$ cat config.mk
export PLATFORM = sky130hd
export DESIGN_NAME = psram_mem_tester
export DESIGN_NICKNAME = d
export VERILOG_FILES = /design/src/rtl/psram_mem_tester.sv
export SDC_FILE = /design/constraint.sdc
export NUM_CORES = 1
export LEC_CHECK = 0
export CAP_MARGIN = 25
export CORE_MARGIN = 8
export CORE_UTILIZATION = 51
export DETAILED_ROUTE_END_ITERATION = 10
export DONT_BUFFER_PORTS = 1
export GPL_TIMING_DRIVEN = 1
export HOLD_SLACK_MARGIN = 0.05
export PLACE_DENSITY = 0.66
export SLEW_MARGIN = 5
export SYNTH_ARGS = -nofsm -noshare
export SYNTH_HDL_FRONTEND = slang
export SYNTH_SLANG_ARGS = --single-unit
$ cat constraint.sdc
create_clock -name clk_i -period 3.25 [get_ports clk_i]
set_input_delay 0.325 -clock clk_i [delete_from_list [all_inputs] [get_ports clk_i]]
set_output_delay 0.325 -clock clk_i [all_outputs]
set_load 0.01 [all_outputs]
$ cat src/rtl/psram_mem_tester.sv
// psram_mem_tester: writes a generated pattern over an address window through the PSRAM
// controller port, reads it back and compares. Optional PSRAM_TESTER_LOOP_EN auto-repeats passing runs.
module psram_mem_tester #(
    parameter int unsigned DW          = 16,
    parameter int unsigned AW          = 24,
    parameter int unsigned WORD_COUNT  = 256,
    parameter int unsigned ADDR_STEP   = 1,
    parameter int unsigned ECW         = 8,
    parameter int unsigned TIMEOUT_CYC = 1023,
    parameter int unsigned LFSR_TAPS   = 'hB400
) (
    input  logic          clk_i,
    input  logic          rstn_i,
    input  logic          i_start,
    input  logic          i_abort,
    input  logic [1:0]    i_mode,
    input  logic [DW-1:0] i_seed,
    input  logic [AW-1:0] i_base_addr,
    output logic          o_stb,
    output logic          o_we,
    output logic [AW-1:0] o_addr,
    output logic [DW-1:0] o_din,
    input  logic          i_busy,
    input  logic [DW-1:0] i_dout,
    output logic          o_finished,
    output logic          o_pass,
    output logic          o_timeout,
    output logic [ECW-1:0] o_err_count,
    output logic [AW-1:0] o_first_err,
    output logic [3:0]    o_state
`ifdef PSRAM_TESTER_LOOP_EN
    ,
    output logic [15:0]   o_loop_count
`endif
);

    localparam int KW = (WORD_COUNT > 1) ? $clog2(WORD_COUNT) : 1;
    localparam int TW = $clog2(TIMEOUT_CYC + 1);
    localparam logic [KW-1:0] K_LAST = KW'(WORD_COUNT - 1);
    localparam logic [TW-1:0] T_LAST = TW'(TIMEOUT_CYC - 1);
    localparam logic [DW-1:0] TAPS   = DW'(LFSR_TAPS);

    typedef enum logic [3:0] {
        S_IDLE     = 4'd0,
        S_WAIT_RDY = 4'd1,
        S_WR_REQ   = 4'd2,
        S_WR_ACK   = 4'd3,
        S_WR_WAIT  = 4'd4,
        S_RD_REQ   = 4'd5,
        S_RD_ACK   = 4'd6,
        S_RD_WAIT  = 4'd7,
        S_CHECK    = 4'd8,
        S_DONE     = 4'd9
    } state_t;

    state_t        state;
    logic [KW-1:0] k_q;
    logic [TW-1:0] tcnt;
    logic [1:0]    mode_q;
    logic [DW-1:0] seed_q;
    logic [AW-1:0] base_q;
    logic [AW-1:0] gen_addr;
    logic [DW-1:0] gen_walk;
    logic [DW-1:0] gen_lfsr;
    logic [DW-1:0] rd_data;

    logic [DW-1:0] gen_data;
    logic [DW-1:0] lfsr_next;
    logic [DW-1:0] walk_next;
    logic [AW-1:0] addr_next;
    logic          last_word;
    logic          mismatch;
    logic          waiting;
    logic          start_ok;

    // An all-zero seed would lock the LFSR, so it is replaced by 1.
    function automatic logic [DW-1:0] seed_fix(input logic [DW-1:0] s);
        return (s == '0) ? DW'(1) : s;
    endfunction

    assign o_state = state;

    // NOTE: every signal driven in always_comb gets a default first so no latch is inferred.
    always_comb begin
        gen_data = gen_lfsr;
        case (mode_q)
            2'd0:    gen_data = seed_q;
            2'd1:    gen_data = gen_walk;
            2'd2:    gen_data = DW'(gen_addr);
            default: gen_data = gen_lfsr;
        endcase
        lfsr_next = (gen_lfsr >> 1) ^ (gen_lfsr[0] ? TAPS : '0);
        walk_next = {gen_walk[DW-2:0], gen_walk[DW-1]};
        addr_next = gen_addr + AW'(ADDR_STEP);
        last_word = (k_q == K_LAST);
        mismatch  = (rd_data != gen_data);
        start_ok  = i_start && (state == S_IDLE || state == S_DONE);
        // Cycles in a handshake state that make no progress count toward the timeout.
        waiting   = ((state == S_WR_ACK || state == S_RD_ACK) && !i_busy) ||
                    ((state == S_WR_WAIT || state == S_RD_WAIT) && i_busy);
    end

    // NOTE: sequential state uses non-blocking assignments so all registers update together.
    always_ff @(posedge clk_i or negedge rstn_i) begin
        if (!rstn_i) begin
            state       <= S_IDLE;
            k_q         <= '0;
            tcnt        <= '0;
            mode_q      <= '0;
            seed_q      <= '0;
            base_q      <= '0;
            gen_addr    <= '0;
            gen_walk    <= '0;
            gen_lfsr    <= '0;
            rd_data     <= '0;
            o_stb       <= 1'b0;
            o_we        <= 1'b0;
            o_addr      <= '0;
            o_din       <= '0;
            o_finished  <= 1'b0;
            o_pass      <= 1'b0;
            o_timeout   <= 1'b0;
            o_err_count <= '0;
            o_first_err <= '0;
`ifdef PSRAM_TESTER_LOOP_EN
            o_loop_count <= '0;
`endif
        end else if (i_abort) begin
            state      <= S_IDLE;
            o_stb      <= 1'b0;
            o_we       <= 1'b0;
            o_finished <= 1'b0;
        end else if (start_ok) begin
            state       <= S_WAIT_RDY;
            mode_q      <= i_mode;
            seed_q      <= i_seed;
            base_q      <= i_base_addr;
            gen_addr    <= i_base_addr;
            gen_walk    <= DW'(1);
            gen_lfsr    <= seed_fix(i_seed);
            k_q         <= '0;
            tcnt        <= '0;
            o_stb       <= 1'b0;
            o_we        <= 1'b0;
            o_finished  <= 1'b0;
            o_pass      <= 1'b0;
            o_timeout   <= 1'b0;
            o_err_count <= '0;
            o_first_err <= '0;
`ifdef PSRAM_TESTER_LOOP_EN
            o_loop_count <= '0;
`endif
        end else if (waiting && tcnt == T_LAST) begin
            state      <= S_DONE;
            o_timeout  <= 1'b1;
            o_stb      <= 1'b0;
            o_we       <= 1'b0;
            o_finished <= 1'b1;
            o_pass     <= 1'b0;
        end else begin
            case (state)
                S_WAIT_RDY: if (!i_busy) state <= S_WR_REQ;

                S_WR_REQ: begin
                    o_addr <= gen_addr;
                    o_din  <= gen_data;
                    o_stb  <= 1'b1;
                    o_we   <= 1'b1;
                    tcnt   <= '0;
                    state  <= S_WR_ACK;
                end

                S_WR_ACK, S_RD_ACK: begin
                    if (i_busy) begin
                        o_stb <= 1'b0;
                        o_we  <= 1'b0;
                        tcnt  <= '0;
                        state <= (state == S_WR_ACK) ? S_WR_WAIT : S_RD_WAIT;
                    end else begin
                        tcnt <= tcnt + TW'(1);
                    end
                end

                S_WR_WAIT: begin
                    if (!i_busy) begin
                        if (last_word) begin
                            // Regenerate the same sequence from the start for the read pass.
                            k_q      <= '0;
                            gen_addr <= base_q;
                            gen_walk <= DW'(1);
                            gen_lfsr <= seed_fix(seed_q);
                            state    <= S_RD_REQ;
                        end else begin
                            k_q      <= k_q + KW'(1);
                            gen_addr <= addr_next;
                            gen_walk <= walk_next;
                            gen_lfsr <= lfsr_next;
                            state    <= S_WR_REQ;
                        end
                    end else begin
                        tcnt <= tcnt + TW'(1);
                    end
                end

                S_RD_REQ: begin
                    o_addr <= gen_addr;
                    o_stb  <= 1'b1;
                    o_we   <= 1'b0;
                    tcnt   <= '0;
                    state  <= S_RD_ACK;
                end

                S_RD_WAIT: begin
                    if (!i_busy) begin
                        rd_data <= i_dout;
                        state   <= S_CHECK;
                    end else begin
                        tcnt <= tcnt + TW'(1);
                    end
                end

                S_CHECK: begin
                    if (mismatch) begin
                        if (o_err_count != '1) o_err_count <= o_err_count + ECW'(1);
                        if (o_err_count == '0) o_first_err <= o_addr;
                    end
                    if (last_word) begin
                        state      <= S_DONE;
                        o_finished <= 1'b1;
                        o_pass     <= !mismatch && (o_err_count == '0);
                    end else begin
                        k_q      <= k_q + KW'(1);
                        gen_addr <= addr_next;
                        gen_walk <= walk_next;
                        gen_lfsr <= lfsr_next;
                        state    <= S_RD_REQ;
                    end
                end

`ifdef PSRAM_TESTER_LOOP_EN
                S_DONE: begin
                    if (o_pass) begin
                        state        <= S_WAIT_RDY;
                        o_finished   <= 1'b0;
                        o_pass       <= 1'b0;
                        o_loop_count <= o_loop_count + 16'd1;
                        k_q          <= '0;
                        gen_addr     <= base_q;
                        gen_walk     <= DW'(1);
                        gen_lfsr     <= seed_fix(seed_q);
                    end
                end
`endif

                default: ;
            endcase
        end
    end

endmodule

---- After elaboration in Yosys (flattened, before gate mapping) ----
Index checks and enable logic that the tools add are counted.
cells by class
  add/sub/neg operators ................... 4
  eq/ne operators ......................... 23
  multiplexer cells ....................... 74
  bitwise logic cells ..................... 5
  reduce and logical (&&, ||, !) cells .... 47
operators by type and width
  kind                                                   number
  two-way mux 24 bit                                     10
  two-way mux 16 bit                                     13
  two-way mux 8 bit                                      10
  case mux 16 bit (2 select lines)                       2
  case mux 16 bit (3 select lines)                       1
  case mux 24 bit (2 select lines)                       1
  two-way mux 10 bit                                     4
  logical NOT 16 bit                                     2
  two-way mux 4 bit                                      8
  case mux 10 bit (3 select lines)                       1
  case mux 4 bit (7 select lines)                        1
  AND reduction 5 bit                                    5
  adder 24 x 1 -> 24 bit, second input constant          1
  two-way mux 1 bit                                      18
  adder 8 x 1 -> 8 bit, second input constant            2
  == test 4 x 3 -> 1 bit, second input constant          4
  inequality test 16 bit                                 1
  case mux 8 bit (2 select lines)                        1
  bitwise XOR 15 x 16 -> 16 bit                          1
  AND reduction 4 bit                                    3
  nonzero test 4 bit                                     3
  adder 10 x 1 -> 10 bit, second input constant          1
  == test 10 bit, second input constant                  1
  inequality test 5 x 4 -> 1 bit, second input constant  2
  30 further kinds                                       57
storage, ports and cells
  register bits ........................... 213
  word-level logic and storage cells ...... 172

---- Longest topological paths before layout ----
Gate-level depths: netlist of run 1.
  word-level depth ........................ 9
  mapped depth ............................ 11
  gate-level depth less buffers ........... 8

---- Least setup slack after synthesis of run 1 ----
Ideal clock, no wire load.
  kind .................................... flip-flop to flip-flop
  start point ............................. register mode_q[1]
  end point ............................... register o_first_err[22]
  setup time .............................. 121 ps
  data arrival time ....................... 2,444 ps
  path slack .............................. 685 ps
  stages on the path, launching flop included .. 12
  path buffers ............................ 4
  cell sequence ........................... dfrtp_1 -> clkbuf_1 -> buf_2 -> mux4_2 -> xnor2_2 -> nand4_2 -> nor4_4 -> nor2_2 -> and2_4 -> buf_6 -> buf_6 -> a22o_1
on the way
  word-level cells in the longest chain between the ends .. 5
RTL lines
  element                                      line  source
  from (decl)                                  59    logic [1:0] mode_q;
  from (signal assigned)                       135   mode_q <= i_mode;
  == test 2 bit, or another cell as far along  86    case (mode_q)
  case mux 16 bit (3 select lines) (*)         86
  inequality test 16 bit (*)                   96    mismatch = (rd_data != gen_data);
  nonzero test 2 bit (no source line) (*)      -
  AND reduction 5 bit (no source line) (*)     -
  to (signal assigned)                         225   if (o_err_count == '0) o_first_err <= o_addr;
  to (decl)                                    29    output logic [AW-1:0] o_first_err,
Mark *: on every way between the ends. The rest lies on a longest branch, timed or not.
A chain may end at the register's enable or synchronous reset.

---- Worst setup path in the final report of run 1 ----
  start point ............................. register state[2] (netlist: o_state[2])
  end point ............................... register gen_lfsr[4]
on the way
  word-level cells in the longest chain between the ends .. 7
RTL lines
  element                                               line     source
  from (decl)                                           56       state_t state;
  from (signal assigned)                                178      state <= (state == S_WR_ACK) ? S_WR_WAIT : S_RD_WAIT;
  == test 4 x 2 -> 1 bit, or another cell as far along  99       waiting = ((state == S_WR_ACK || state == S_RD_ACK) && !i_busy) ||
  logical OR 1 bit, on equally long branches            99, 100
  logical AND 1 bit, on equally long branches           99, 100
  logical OR 1 bit                                      99
  logical AND 1 bit                                     153      end else if (waiting && tcnt == T_LAST) begin
  inequality test 2 bit (no source line)                -
  AND reduction 5 bit (no source line)                  -
  to (signal assigned)                                  140      gen_lfsr <= seed_fix(i_seed);
  to (signal assigned)                                  191      gen_lfsr <= seed_fix(seed_q);
  to (signal assigned)                                  197      gen_lfsr <= lfsr_next;
  to (decl)                                             64       logic [DW-1:0] gen_lfsr;
Several ways; a longest one is shown, not always the timed one. The select of a mux whose other input is x is not followed.

==> metrics, run 1 <==
Peak Freq about 340 MHz; # nets final 1,163; Pint 6300 uW; Yosys reg bits 213; Root Driver clkbuf_16; final WL between 20 and 30 mm; Largest stage delay, worst path approximately 0.84 ns; Post-synth EDFFs 0; Setup crit end kind flop; Switching Fraction between 30% and 40%; fraction of layout cells with a size suffix above 1 a little over an eighth; Cell Count, Final, Fillers Out roughly 1,400; Die X roughly 160 um; CTS tree yes; routed len/inst between 20 and 25 um; Core ar. 0.0202 mm2; Placer Congestion 0.916; clock-pin slew on the worst setup and hold paths 0.06 ns; DR pass1 iterations 8; Port-buffer cells 0; leakage about 0.0055 uW; initial antenna violation count 1; Synthesized Nets approximately 1,100; Fin Setup TNS 0 ns; Largest delay share family, worst path compound AO/OA/AOI/OAI gates; GRT Util Overall approximately 23%; drt via density between 5 and 6; Initial DRC Count 694; vias in the first global route just over 8,000; synthesized area roughly 0.010 mm2; Logic pwr share a little over a fifth; worst path buffer plus inverter count 0; Yosys top cell area share slightly above 50%; Seq/Total Area, Yosys between 50% and 60%; Critical Path RT 3.64 ns; Hold WC Path Type in -> async; Die Height roughly 160 um; Rel. slew slack 30.9%; Synth Flop Type dfrtp_1; Clock power frac roughly 34%; worst slew pin tran approximately 1.0 ns; H-tree Lvls 1; period utilization between 90% and 100%; Inserted Clock Buffers 24; worst hold slack -0.495 ns; crit-path cells nor2b_1 > mux2_2 > a32o_1 > a221o_2 > nor2_1 > a221o_1; clock latency on the worst-skew pair between 0.5 and 0.6 ns; Post-Route Utilization roughly three fifths; asr flop ratio synth 100%; synthesized area per cell ~10 um2; setup violators final 0; CP Class reg -> reg; Final Max Slew Viols 0; CP Data Arrival Time roughly 3.4 ns; worst-case vdd ir drop slightly below 0.5 mV; Initial Utilization 51.8%; crit path max-delay cell type a221o_2; Syn. warnings 0; die area 0.0253 mm2; Overflow after GRT 0; total number of vias 8,169; failing checks negative hold slack; synth top area cells dfrtp_1 (51%), nand2_1 (8.3%), mux2_2 (5.1%), o21ai_0 (3.6%), mux4_2 (3.2%); hpwl dp 20.0 mm; Seq pwr share 45.6%; CTS Sinks about 210; io pins 144; area grow syn2layout 17.4%; Longest Clk Path Bufs 3; post-route ant nets 0; NetSw around 3000 uW; most frequent cell after synthesis nand2_1; dpl cells 1,277; post-synth cell types between 60 and 70; Synth Instances 1,044; placement row count between 50 and 60; Post-synth top cells nand2_1 (232), dfrtp_1 (213), o21ai_0 (75), nor2_1 (56), mux2_2 (47); RSZ-0062 raised after global routing false; global-route wire length before repair roughly 47 mm; cts hold-fix bufs 60; Clock Skew 0.0103 ns; pwr/cell area ~760 mW/mm2; max-cap violations 0; outcome complete, but fails checks; crit path max fanout 50; Final Hold Vio Count around 210; pin count of the biggest net entering global routing around 210; DRC viols 0; leading area contributor after synthesis dfrtp_1; kind of launch point of the worst setup path flop; fin crit period 2.95 ns
## flip-flops by register name (all words and copies together), names as in the netlist
| name | count |
|---|---|
| base_q | 24 |
| o_we | 1 |
| o_state | 4 |
| k_q | 8 |
| tcnt | 10 |
| gen_lfsr | 16 |
| o_timeout | 1 |
| o_err_count | 8 |
| o_din | 16 |
| gen_walk | 16 |
| o_stb | 1 |
| o_addr | 24 |
| gen_addr | 24 |
| o_finished | 1 |
| rd_data | 16 |
| seed_q | 16 |
| mode_q | 2 |
| o_first_err | 24 |
| o_pass | 1 |
## kinds of logic (layout without fill, tap and decap cells)
family / Yosys count / after routing / synth area share, %
simple gates: 403 / 403 / 17.2
fa+ha+maj: 6 / 6 / 0.719
other cells: 0 / 1 / 0
mux: 70 / 70 / 9.31
flops: 213 / 213 / 51.0
xor+xnor: 44 / 44 / 3.76
buf+inv: 79 / 146 / 3.40
compound gates: 229 / 230 / 14.6
## timing repair
| action | 4_1_cts | 5_1_grt |
|---|---|---|
| gates resized for setup | 0 | 1 |
| endpoints found under the setup margin | 0 | 22 |
| endpoints found under the hold margin | 317 | 213 |
| buffers inserted | 0 | 0 |
## power groups by stage
stage               Combinational, uW  Sequential [uW]  Clock (uW)
global route                     2170             4350        3280
CTS                              1930             4270        3180
finish                           1940             4260        3130
global placement                 1800             4300           0
floorplan                        1570             3880           0
detailed placement               1850             4310           0
## path summary, 6_finish.rpt
kind,slack [ns],startpoint,end,cells after the start
worst max register to register,0.30,o_state[2],gen_lfsr[4],6
max in group asynchronous,3.41,rstn_i,gen_lfsr[10],0
min in group clk_i,0.06,i_abort,o_err_count[6],2
worst min-delay path,-0.49,rstn_i,tcnt[5],0
worst max-delay path,0.30,o_state[2],gen_lfsr[4],6
worst min register to register,0.47,k_q[7],k_q[7],1
## layout by cell type, fill, tap and decap left out, drive strengths merged, types with 16 or more instances in the layout
cell / Yosys / routed
nand2: 232 / 232
buf: 24 / 29
clkbuf: 42 / 32
a21oi: 37 / 37
nor3: 17 / 17
xnor2: 32 / 32
dfrtp: 213 / 213
nor2: 58 / 58
nand3: 22 / 22
a22o: 28 / 28
o21ai: 82 / 83
dlygate4sd3: 0 / 60
mux4: 16 / 16
mux2: 54 / 54
a211oi: 24 / 24
## stage by stage
step,total power (uW),area (um2),hold WS [ns],setup slack (ns)
3_3_place_gp,6100,10700,0.0407,0.312
4_1_cts,9380,12200,-0.509,0.227
5_1_grt,9800,12300,-0.518,0.127
2_1_floorplan,5450,10400,0.0294,0.685
6_report,9330,12300,-0.495,0.296
3_5_place_dp,6160,10700,0.0428,0.221
## layer usage
layer	vias to the layer above	share of wire, %	GRT usage, %
met3	33	8.0	5.38
li1	3835	-	-
met1	4005	43	30.6
met5	-	0	0
met4	0	1.6	5.23
met2	296	48	36.2
## final cells by class
cell class / count / area, um2
multi-input cells: 753 / 4790
inverters: 13 / 48.8
fillers: 1711 / 7900
repair buffers: 89 / 818
clock buffers: 32 / 722
clock inverters: 12 / 215
well taps: 270 / 338
diodes: 1 / 2.50
flip-flops and latches: 213 / 5330
Note: power is estimated with default switching activity, not from simulation.
==> run 2: changes to the inputs <==
ABC_AREA = 1   (was unset)
==> metrics, run 2 <==
placement row count 54 (was 52); crit path max-delay cell type nand3_2 (was a221o_2); initial antenna violation count 0 (was 1); Hold WC Path Type in -> async (unchanged); CTS tree yes (unchanged); GRT Util Overall 23.7% (was 22.6%); failing checks negative hold slack (unchanged); Rel. slew slack 42.9% (was 30.9%); fraction of layout cells with a size suffix above 1 5.61% (was 13.3%); flop-to-flop setup slack 0.55 ns (was 0.30 ns); worst-case vdd ir drop 0.423 mV (was 0.480 mV); worst hold slack -0.496 ns (was -0.495 ns); clock latency on the worst-skew pair 0.53 ns (was 0.52 ns); Critical Path RT 3.65 ns (was 3.64 ns); reg2reg start o_state[3] (was o_state[2]); Largest stage delay, worst path 0.51 ns (was 0.84 ns); vias in the first global route 9,605 (was 8,074); Post-synth top cells nand2_1 (427), dfrtp_1 (213), inv_1 (169), o21ai_0 (149), nor2_1 (95) (was nand2_1 (232), dfrtp_1 (213), o21ai_0 (75), nor2_1 (56), mux2_2 (47)); hpwl dp 22.5 mm (was 20.0 mm); Port-buffer cells 0 (unchanged); R2R cell count 10 (was 6); most frequent CP cell nand2_1; CTS resizes 0 (unchanged); leakage 0.00611 uW (was 0.00547 uW); most frequent cell after synthesis nand2_1 (unchanged); Root Driver clkbuf_16 (unchanged); Post-synth EDFFs 0 (unchanged); Die Height 164 um (was 159 um); outcome complete, but fails checks (unchanged); ANT cells 0 (was 1); commonest cells after routing, fill and taps aside nand2_1 (426), dfrtp_1 (213), inv_1 (169), o21ai_0 (148), nor2_1 (93) (was nand2_1 (232), dfrtp_1 (213), o21ai_0 (75), dlygate4sd3_1 (60), nor2_1 (55)); final WL 31.7 mm (was 29.1 mm); Fin Setup TNS 0 ns (unchanged); synthesized area 0.0112 mm2 (was 0.0104 mm2); Clock Skew 0.0194 ns (was 0.0103 ns); CP Class reg -> reg (unchanged); Synth Instances 1,466 (was 1,044); pwr/cell area 916 mW/mm2 (was 761 mW/mm2); max-cap violations 0 (unchanged); Cell Count, Final, Fillers Out 1,795 (was 1,383); Placer Congestion 0.921 (was 0.916); DRC viols 0 (unchanged); Seq/Total Area, Yosys 47.7% (was 51.0%); period utilization 83.2% (was 90.9%); Die X 164 um (was 159 um); # nets final 1,567 (was 1,163); CP Data Arrival Time 3.10 ns (was 3.35 ns); Initial DRC Count 817 (was 694); crit path max fanout 37 (was 50); leading area contributor after synthesis dfrtp_1 (unchanged); asr flop ratio synth 100% (unchanged); synth top area cells dfrtp_1 (48%), nand2_1 (14%), o21ai_0 (6.7%), inv_1 (5.7%), nand3_1 (3.9%) (was dfrtp_1 (51%), nand2_1 (8.3%), mux2_2 (5.1%), o21ai_0 (3.6%), mux4_2 (3.2%)); setup violators final 0 (unchanged); worst slew pin tran 0.856 ns (was 1.04 ns); H-tree Lvls 1 (unchanged); commonest non-fill, non-tap cell in the layout nand2_1 (unchanged); drt via density 5.60 (was 5.91); Initial Utilization 51.5% (was 51.8%); cts hold-fix bufs 57 (was 60); die area 0.0269 mm2 (was 0.0253 mm2); Peak Freq 370 MHz (was 339 MHz); post-route ant nets 0 (unchanged); Overflow after GRT 0 (unchanged); DR pass1 iterations 5 (was 8); Yosys reg bits 213 (unchanged); post-synth cell types 42 (was 61); Setup crit end kind flop (unchanged); io pins 144 (unchanged); fin crit period 2.70 ns (was 2.95 ns); Synth Flop Type dfrtp_1 (unchanged); Core ar. 0.0217 mm2 (was 0.0202 mm2); Synthesized Nets 1,535 (was 1,113); dpl ws 0.610 ns (was 0.221 ns); RSZ-0062 raised after global routing false (unchanged); area grow syn2layout 14.1% (was 17.4%); CTS Sinks 213 (unchanged); clock-pin slew on the worst setup and hold paths 0.05 ns (was 0.06 ns); Final Hold Vio Count 213 (unchanged); terminus of the critical flop-to-flop path o_first_err[6] (was gen_lfsr[4]); post-route setup slack 0.547 ns (was 0.296 ns); Inserted Clock Buffers 25 (was 24); filler cell count 1,995 (was 1,711); dpl cells 1,694 (was 1,277); Longest Clk Path Bufs 3 (unchanged); kind of launch point of the worst setup path flop (unchanged); Syn. warnings 0 (unchanged); Yosys top cell area share 47.7% (was 51.0%); total number of vias 10,000 (was 8,169); Post-CTS Setup Inserts 0 (unchanged); routed len/inst 17.7 um (was 21.0 um); crit-path cells inv_1 > nand2_1 > nor2_1 > a31oi_1 > nand2_1 > nand3_1 > buf_4 > nand3_2 > nand2_1 > nand2_1 (was nor2b_1 > mux2_2 > a32o_1 > a221o_2 > nor2_1 > a221o_1); pin count of the biggest net entering global routing 214 (unchanged); synthesized area per cell 7.62 um2 (was 10.0 um2); Final Max Slew Viols 0 (unchanged); global-route wire length before repair 51.5 mm (was 46.8 mm); Worst setup startpoint o_state[3] (was o_state[2])
run 2: changes by cell type in the layout (fill, tap and decap cells not counted), moves of 26 or more:
cell	before	now
nor2_1	55	93
nand3_1	22	88
nand2_1	232	426
a22o_1	28	0
o21ai_0	75	148
xnor2_1	31	5
inv_1	13	169
mux2_2	47	0
o211ai_1	4	30
nand4_1	13	43
run 2: routing by layer:
| layer | GRT usage, % | up-vias | wire (um) |
|---|---|---|---|
| met4 | 6.94 | 0 | 807 |
| met3 | 4.44 | 61 | 2430 |
| met5 | 0 | - | 0 |
| met1 | 32.6 | 4796 | 14100 |
| li1 | - | 4863 | - |
| met2 | 37.5 | 324 | 14400 |
run 2: where the power goes:
group / leakage (uW) / switching [uW] / internal, uW
combinational: 0.00298 / 2450 / 1390
sequential: 0.00272 / 1310 / 3710
clock: 0.000408 / 1080 / 1740
run 2: how the worst max path moves through the flow:
stage,endpoint,slack (ns),cells past startpoint
floorplan,gen_lfsr[10],1.27,12
global placement,o_first_err[13],0.64,10
detailed placement,o_first_err[17],0.61,10
CTS,o_first_err[13],0.60,14
global route,o_first_err[13],0.18,14
finish,o_first_err[6],0.55,10
run 2: logic make-up after synthesis:
family / share of synthesized area, %
buffers and inverters: 9.11
and+or+nand+nor: 27.4
adders and majority gates: 0.672
AOI/OAI and AO/OA: 14.0
xor gates and xnor gates: 1.10
DFF: 47.7
run 2: layout make-up:
class,instances,area (um2),share of cell area (%)
Timing Repair Buffer,78,741,5.81
Tap cell,280,350,2.75
Clock inverter,8,119,0.932
Inverter,178,668,5.24
Sequential cell,213,5330,41.8
Clock buffer,36,707,5.55
Multi-Input combinational cell,1002,4830,37.9
run 2: critical path: cells and delay by family (launching register included):
| family | cells | cell delay (ns) |
|---|---|---|
| simple gates | 7 | 1.29 |
| flops | 1 | 0.44 |
| compound gates | 1 | 0.33 |
| buf+inv | 2 | 0.52 |
run 2: metrics by stage:
stage               total power (uW)  hold slack [ns]  util (%)  area [um2]
finish                         11700           -0.496      58.8       12700
global route                   12600           -0.519      58.8       12700
CTS                            11700           -0.516      58.8       12700
detailed placement              8780           0.0374      52.3       11400
global placement                8650           0.0387      52.2       11300
floorplan                       7570           0.0294         -       11200
==> run 3: changes to the inputs <==
clock period = 2.6 ns   (was 3.25 ns; I/O delays follow)
==> metrics, run 3 (synthesis gave the netlist of run 2 again) <==
outcome complete, but fails checks (unchanged); failing checks negative hold slack (unchanged); commonest non-fill, non-tap cell in the layout nand2_1 (unchanged); Post-CTS Setup Inserts 0 (unchanged); Die X 164 um (unchanged); Root Driver clkbuf_16 (unchanged); fraction of layout cells with a size suffix above 1 6.61% (was 5.61%); Critical Path RT 3.05 ns (was 3.65 ns); worst slew pin tran 0.549 ns (was 0.856 ns); Longest Clk Path Bufs 3 (unchanged); Inserted Clock Buffers 24 (was 25); kind of launch point of the worst setup path flop (unchanged); Core ar. 0.0217 mm2 (unchanged); initial antenna violation count 1 (was 0); Final Hold Vio Count 213 (unchanged); Hold WC Path Type in -> async (unchanged); Clock Skew 0.00957 ns (was 0.0194 ns); hpwl dp 22.6 mm (was 22.5 mm); period utilization 91.4% (was 83.2%); RSZ-0062 raised after global routing false (unchanged); die area 0.0269 mm2 (unchanged); setup violators final 0 (unchanged); Initial Utilization 51.5% (unchanged); H-tree Lvls 1 (unchanged); DRC viols 0 (unchanged); pwr/cell area 1110 mW/mm2 (was 916 mW/mm2); pin count of the biggest net entering global routing 214 (unchanged); global-route wire length before repair 50.9 mm (was 51.5 mm); fin crit period 2.38 ns (was 2.70 ns); Overflow after GRT 0 (unchanged); max-cap violations 0 (unchanged); Setup crit end kind flop (unchanged); area grow syn2layout 15.1% (was 14.1%); Peak Freq 421 MHz (was 370 MHz); routed len/inst 17.6 um (was 17.7 um); vias in the first global route 9,496 (was 9,605); post-route ant nets 0 (unchanged); DR pass1 iterations 5 (unchanged); Die Height 164 um (unchanged); placement row count 54 (unchanged); total number of vias 10,000 (about the same); worst hold slack -0.554 ns (was -0.496 ns); filler cell count 1,948 (was 1,995); Placer Congestion 0.957 (was 0.921); GRT Util Overall 23.5% (was 23.7%); CP Data Arrival Time 2.82 ns (was 3.10 ns); cts hold-fix bufs 60 (was 57); io pins 144 (unchanged); drt via density 5.54 (was 5.60); crit path max fanout 5 (was 37); Final Max Slew Viols 0 (unchanged); CTS Sinks 213 (unchanged); Rel. slew slack 63.4% (was 42.9%); CP Class reg -> reg (unchanged); commonest cells after routing, fill and taps aside nand2_1 (426), dfrtp_1 (212), inv_1 (169), o21ai_0 (148), nor2_1 (93) (was nand2_1 (426), dfrtp_1 (213), inv_1 (169), o21ai_0 (148), nor2_1 (93)); Port-buffer cells 0 (unchanged); Fin Setup TNS 0 ns (unchanged); clock-pin slew on the worst setup and hold paths 0.06 ns (was 0.05 ns); leakage 0.00618 uW (was 0.00611 uW); final WL 31.8 mm (was 31.7 mm); CTS tree yes (unchanged); # nets final 1,585 (was 1,567); clock latency on the worst-skew pair 0.51 ns (was 0.53 ns); worst-case vdd ir drop 0.596 mV (was 0.423 mV); Initial DRC Count 934 (was 817)
-- run 3: repair_timing --
item | CTS | global route
resized for setup | 0 | 9
endpoints found under the hold margin | 299 | 213
endpoints found under the setup margin | 0 | 65
-- run 3: routing by layer --
| metal | track usage (%) | share of wire, % |
|---|---|---|
| met1 | 32.8 | 44 |
| met2 | 37.4 | 46 |
| met3 | 4.21 | 7.7 |
| met4 | 5.41 | 2.4 |
| met5 | 0 | 0 |
-- run 3: cell type report --
class	instances	area, um2	share of cell area (%)
clock inverter	5	25.0	0.195
timing repair buffer	97	927	7.21
antenna	1	2.50	0.0195
inverter	178	671	5.22
tap	280	350	2.73
multi-input combinational	1002	4850	37.7
sequential	213	5330	41.5
clock buffer	34	699	5.44
-- run 3: worst paths after layout --
kind / from / end / slack (ns) / cells past startpoint
max: gen_addr[2] / gen_addr[19] / 0.22 / 9
max reg2reg: gen_addr[2] / gen_addr[19] / 0.22 / 9
min reg2reg: base_q[10] / base_q[10] / 0.48 / 2
min in group clk_i: i_seed[0] / gen_lfsr[0] / 0.14 / 2
min: rstn_i / tcnt[6] / -0.55 / 0
max in group asynchronous: rstn_i / o_din[4] / 2.67 / 0
-- run 3: worst max-delay path, cell delays in order (launching register included) --
cell	delay, ns
dfrtp_1	0.50
nand3_1	0.18
nor3_1	0.43
nand2_1	0.18
nor2_1	0.32
nand4_1	0.18
or2_2	0.31
nand3_1	0.07
nand3_1	0.07
nand3_1	0.06
-- run 3: per-stage QoR --
stage / setup WS [ns] / power [uW] / utilization (%) / instances / area [um2]
5_1_grt: 0.0000628 / 15400 / 59.3 / 1810 / 12900
3_5_place_dp: 0.128 / 11100 / 53.0 / 1710 / 11500
2_1_floorplan: 0.617 / 9470 / - / 1466 / 11200
4_1_cts: 0.106 / 14400 / 59.1 / 1809 / 12800
6_report: 0.223 / 14300 / 59.3 / 1810 / 12900
3_3_place_gp: 0.137 / 11000 / 53.0 / 1710 / 11500
-- run 3: power breakdown --
part	switching [uW]	leakage, uW	internal [uW]
clock	1300	0.000362	1850
combinational	3140	0.00309	1840
sequential	1570	0.00272	4630
